==> src/rtl/bcd_countdown_timer.sv <==
// Multi-digit BCD countdown timer with per-digit active-low 7-segment outputs.
// Define COUNTDOWN_BLANK_EN to blank leading-zero digits (digit 0 always shown).

module seg7 (
    input  logic [3:0] bcd_i,
    output logic [6:0] seg_o
);
    // Active-low segments, bit 0 = segment a ... bit 6 = segment g
    always_comb begin
        seg_o = 7'b1111111;
        case (bcd_i)
            4'd0:    seg_o = 7'b1000000;
            4'd1:    seg_o = 7'b1111001;
            4'd2:    seg_o = 7'b0100100;
            4'd3:    seg_o = 7'b0110000;
            4'd4:    seg_o = 7'b0011001;
            4'd5:    seg_o = 7'b0010010;
            4'd6:    seg_o = 7'b0000010;
            4'd7:    seg_o = 7'b1111000;
            4'd8:    seg_o = 7'b0000000;
            4'd9:    seg_o = 7'b0010000;
            default: seg_o = 7'b1111111;
        endcase
    end
endmodule

module bcd_countdown_timer #(
    parameter int DIGITS   = 3,
    parameter int TICK_DIV = 50000000
) (
    input  logic                  clk,
    input  logic                  reset,
    input  logic                  load,
    input  logic [4*DIGITS-1:0]   load_value,
    input  logic                  start,
    input  logic                  pause,
    output logic [4*DIGITS-1:0]   bcd_out,
    output logic [7*DIGITS-1:0]   hex_out,
    output logic                  running,
    output logic                  expired,
    output logic                  done_pulse
);
    localparam int                PSC_W    = $clog2(TICK_DIV);
    localparam logic [PSC_W-1:0]  PSC_LAST = PSC_W'(TICK_DIV - 1);
    localparam logic [4*DIGITS-1:0] CNT_ONE = {{(4*DIGITS-1){1'b0}}, 1'b1};

    typedef enum logic [1:0] {
        S_IDLE,
        S_RUN,
        S_PAUSED,
        S_EXPIRED
    } state_t;

    state_t              state_q, state_d;
    logic [4*DIGITS-1:0] count_q, count_d;
    logic [PSC_W-1:0]    psc_q, psc_d;
    logic                running_q, expired_q, done_q;
    logic [DIGITS-1:0]   blank;

    function automatic logic [4*DIGITS-1:0] clamp_bcd(input logic [4*DIGITS-1:0] v);
        logic [4*DIGITS-1:0] r;
        r = v;
        for (int i = 0; i < DIGITS; i++) begin
            if (v[4*i +: 4] > 4'd9) r[4*i +: 4] = 4'd9;
        end
        return r;
    endfunction

    // Ripple-borrow decrement: a zero digit wraps to 9 and keeps borrowing
    function automatic logic [4*DIGITS-1:0] dec_bcd(input logic [4*DIGITS-1:0] v);
        logic [4*DIGITS-1:0] r;
        logic                borrow;
        r      = v;
        borrow = 1'b1;
        for (int i = 0; i < DIGITS; i++) begin
            if (borrow) begin
                if (v[4*i +: 4] == 4'd0) begin
                    r[4*i +: 4] = 4'd9;
                end else begin
                    r[4*i +: 4] = v[4*i +: 4] - 4'd1;
                    borrow      = 1'b0;
                end
            end
        end
        return r;
    endfunction

    always_comb begin
        state_d = state_q;
        count_d = count_q;
        psc_d   = psc_q;
        if (load) begin
            state_d = S_IDLE;
            psc_d   = '0;
            count_d = clamp_bcd(load_value);
        end else begin
            case (state_q)
                S_IDLE: begin
                    if (!pause && start) begin
                        psc_d   = '0;
                        state_d = (count_q != '0) ? S_RUN : S_EXPIRED;
                    end
                end
                S_RUN: begin
                    if (pause) begin
                        state_d = S_PAUSED;
                    end else if (psc_q == PSC_LAST) begin
                        psc_d = '0;
                        if (count_q != '0) begin
                            count_d = dec_bcd(count_q);
                            if (count_q == CNT_ONE) state_d = S_EXPIRED;
                        end
                    end else begin
                        psc_d = psc_q + PSC_W'(1);
                    end
                end
                S_PAUSED: begin
                    if (!pause && start) state_d = S_RUN;
                end
                S_EXPIRED: begin
                    count_d = '0;
                end
                default: state_d = S_IDLE;
            endcase
        end
    end

    always_ff @(posedge clk) begin
        if (reset) begin
            state_q   <= S_IDLE;
            count_q   <= '0;
            psc_q     <= '0;
            running_q <= 1'b0;
            expired_q <= 1'b0;
            done_q    <= 1'b0;
        end else begin
            state_q   <= state_d;
            count_q   <= count_d;
            psc_q     <= psc_d;
            running_q <= (state_d == S_RUN);
            expired_q <= (state_d == S_EXPIRED);
            done_q    <= (state_d == S_EXPIRED) && (state_q != S_EXPIRED);
        end
    end

`ifdef COUNTDOWN_BLANK_EN
    // Blank from the MSD down until the first nonzero digit; digit 0 never blanks
    always_comb begin
        logic lead;
        lead  = 1'b1;
        blank = '0;
        for (int i = DIGITS - 1; i >= 1; i--) begin
            lead     = lead && (count_q[4*i +: 4] == 4'd0);
            blank[i] = lead;
        end
    end
`else
    assign blank = '0;
`endif

    for (genvar g = 0; g < DIGITS; g++) begin : g_digit
        logic [6:0] seg;
        seg7 u_seg7 (
            .bcd_i (count_q[4*g +: 4]),
            .seg_o (seg)
        );
        assign hex_out[7*g +: 7] = blank[g] ? 7'b1111111 : seg;
    end

    assign bcd_out    = count_q;
    assign running    = running_q;
    assign expired    = expired_q;
    assign done_pulse = done_q;

endmodule
==> config.mk <==
export PLATFORM = sky130hd
export DESIGN_NAME = bcd_countdown_timer
export DESIGN_NICKNAME = d
export VERILOG_FILES = /design/src/rtl/bcd_countdown_timer.sv
export SDC_FILE = /design/constraint.sdc
export NUM_CORES = 1
export LEC_CHECK = 0
export BUFFER_PORTS_ARGS = -buffer_cell sky130_fd_sc_hd__buf_2
export CORE_ASPECT_RATIO = 0.8
export CORE_MARGIN = 3
export CORE_UTILIZATION = 60
export DETAILED_ROUTE_END_ITERATION = 8
export PLACE_DENSITY = 0.92
export SYNTH_ARGS = -nofsm -noshare
export SYNTH_HDL_FRONTEND = slang
export SYNTH_SLANG_ARGS = --single-unit
==> constraint.sdc <==
create_clock -name clk -period 7.2 [get_ports clk]
set_input_delay 1.44 -clock clk [delete_from_list [all_inputs] [get_ports clk]]
set_output_delay 1.44 -clock clk [all_outputs]
set_load 0.01 [all_outputs]
==> out/qor.yml <==
setup_path:
  crit_arrival_ps: 3670
  endpoint: "g_digit[1].u_seg7.seg_o[0]"
  end_kind: "register"
  path_cells: "buf_2 -> a21oi_1 -> nand2b_2 -> mux2i_2 -> inv_1 -> ha_1 -> a21boi_0 -> a21boi_1"
  critPathSlowestCell: "a21oi_1"
  rrSetupSlack_ps: 4080
  cp_max_fo: 13
  path_class: "in2reg"
  cpPeakStageDelay_ps: 650
  worst-path-buf-inv: 2
  reg2regPathDepth: 10
  r2r-end: "g_digit[1].u_seg7.seg_o[0]"
  r2r_start: "bcd_out[0]"
  cp_top_family: "compound AO/OA/AOI/OAI gates"
  crit_required_ps: 7430
  startpoint_type: "input port"
  startpoint: "load"
  path_depth: 8
detailed_routing:
  wl_met2_mm: 3.904
  drt_wl_total_mm: 8.843
  dr.first_iter.drc_count: 304
  avgViaCountPerCell: 6.016
  wl_met1_mm: 3.868
  firstDrtPassIters: 5
  wl_per_cell_um: 15.76
  routed-wl-met3_um: 878
  drtAntennaViolNets: 0
  drc: 0
  vias: 3375
  top_layer: "met4"
floorplanning:
  die_y_um: 75.88
  dieArea_um2: 7083
  core-area_um2: 5675
  rows: 24
  initial_utilization_pct: 64.53
  io_pins: 53
  die_w_um: 93.35
sta:
  setup_violations: 0
  drv_slew: 0
  final_hold_viol_count: 0
  timing.final.ws_setup_ps: 3762
  fin_crit_sh_pct: 47.75
  clock_skew_ps: 7.355
  worstMarginPinSlew_ps: 813.1
  finalSetupTns_ps: 0
  rsz0062_at_grt: "no"
  min_period_ps: 3438
  relSlewSlack_pct: 45.79
  fmax_mhz: 290.9
cells_and_area:
  nFillCells: 413
  nets: 517
  diodes: 0
  layout.cells.non_filler: 561
  multi_input_area_um2: 2215
  fin_util_pct: 72.66
  synthToLayoutAreaGrowth_pct: 12.61
  drive_above_1_share_pct: 19.25
  ff_latch_area_um2: 1281
logic_synthesis:
  postSynthAreaPerCell_um2: 8.458
  syn_inst: 433
  ys_top_cells_by_area: "dfxtp_1 35%, ha_1 7.5%, nor2_1 5.1%"
  synth-edff-count: 0
  yosys.area.top_type: "dfxtp_1"
  synth_cell_types: 69
  syn_area_um2: 3662
  async_reset_ff_share_pct: 0
  synth-seq-area-share_pct: 34.98
  synth_fp_nets: 472
  netlist.area_leader.share_pct: 34.98
  synthFlopType: "dfxtp_1"
  synth-seq-cells: 64
  ys.warnings.count: 0
clocking:
  ctsLongestPathBuffers: 2
  cts_tree: "built"
  htreeDepth: 3
  ctsResizeCount: 0
  numClockSinks: 64
  hold_buffers: 0
  root_buffer: "clkbuf_8"
  cts_made_buffers: 9
  path_clk_slew_ps: 70
  postCtsSetupRepairBufs: 0
  clk_latency_ps: 350
pwr:
  powerDensity_nw_per_um2: 204.3
  p_total_mw: 0.8426
  vdd_drop_max_mv: 0.1702
  p_leak_nw: 1.712
place:
  dp_hpwl_mm: 6.406
  io_buffers: 52
  placedCellCount: 545
  place_ws_ps: 3438
  gp_congestion: 0.9289
run_status:
  outcome: "finished clean"
global_route:
  overflow: 0
  antenna_found_initial: 0
  grt_max_degree: 24
  grt_pass1_wl_mm: 14.12
  grt.total_usage_pct: 25.49
  grt_pass1_vias: 2986
job:
  maxCapViolCount: 0
min_path:
  worstHoldPathType: "reg2reg"
[worst reg2reg max path, cell delays in order (launching register included)]
cell and delay, ps:
dfxtp_1 380, inv_1 140, ha_1 200, or3b_1 510, nor4_4 360, nand2b_2 330
mux2i_2 380, inv_1 140, ha_1 210, a21boi_0 220, a21boi_1 110
[state kept, by name, indices dropped and copies added (netlist names)]
register	count
bcd_out	12
done_pulse	1
expired	1
g_digit.u_seg7.seg_o	21
psc_q	26
running	1
state_q	2
[power by group]
| part | switching (mW) | internal (mW) | total, mW |
|---|---|---|---|
| sequential | 0.0148 | 0.378 | 0.393 |
| clock | 0.145 | 0.144 | 0.288 |
| combinational | 0.0959 | 0.0659 | 0.162 |
| total | 0.255 | 0.587 | 0.843 |
[metal layers]
metal,up-vias,global-route usage [%]
met5,-,0
met2,183,38.99
li1,1624,-
met3,25,7.996
met4,0,8.455
met1,1543,34.49
[through the flow]
step / hold WS, ps / instance area [um2]
floorplan: 472.1 / 3662
global placement: 487.8 / 3940
detailed placement: 505.8 / 3940
CTS: 516.8 / 4124
global route: 547.9 / 4124
finish: 523.0 / 4124
[placed cells by master (no fill, tap or decap), types with 11 or more instances in the layout]
cell type	instances
nand3_1	16
ha_1	22
clkbuf_8	11
inv_1	22
nor2_1	50
dfxtp_1	64
nand2_1	34
a21oi_1	24
buf_2	52
o21ai_0	20
[worst min path at each step]
stage | from | endpoint | cells after the start
after floorplan | psc_q[25] | psc_q[25] | 2
after global placement | psc_q[23] | psc_q[23] | 2
after detailed placement | psc_q[25] | psc_q[25] | 2
after CTS | psc_q[11] | psc_q[11] | 2
after global routing | psc_q[25] | psc_q[25] | 2
final | psc_q[23] | psc_q[23] | 2
[final cells by class]
| cell class | count | share of cell area [%] |
|---|---|---|
| tap | 78 | 2.367 |
| sequential | 64 | 31.07 |
| clock inverter | 4 | 0.6978 |
| clock buffer | 12 | 3.762 |
| timing repair buffer | 52 | 6.311 |
| multi-input combinational | 328 | 53.70 |
| inverter | 23 | 2.093 |
[Yosys cell counts, types with 3 or more instances]
library cell / n
ha_1: 22
nand2_1: 34
inv_1: 22
a21oi_1: 24
mux2_2: 3
or3b_1: 4
nand3_1: 16
mux2i_1: 6
and3_1: 7
o21ba_2: 3
xor2_1: 10
nor2b_1: 7
nor2_1: 50
nand4_1: 7
buf_2: 4
o21a_1: 7
a21o_1: 6
nand3b_1: 5
dfxtp_1: 64
nor3_1: 8
xnor2_1: 8
o21ai_0: 20
o31ai_1: 9
a22oi_1: 4
nor3_2: 3
clkbuf_1: 12
a31oi_1: 4
or2_2: 3
or3_1: 5
a21boi_1: 4
[kinds of logic after synthesis]
family                   share of synthesized area (%)
adder cells (fa/ha/maj)                          7.516
buffers and inverters                            4.544
XOR/XNOR                                         4.305
AO/OA/AOI/OAI                                    18.35
AND/OR/NAND/NOR                                  27.06
multiplexers                                     3.246
flip-flops                                       34.98
Note: power is estimated with default switching activity, not from simulation.
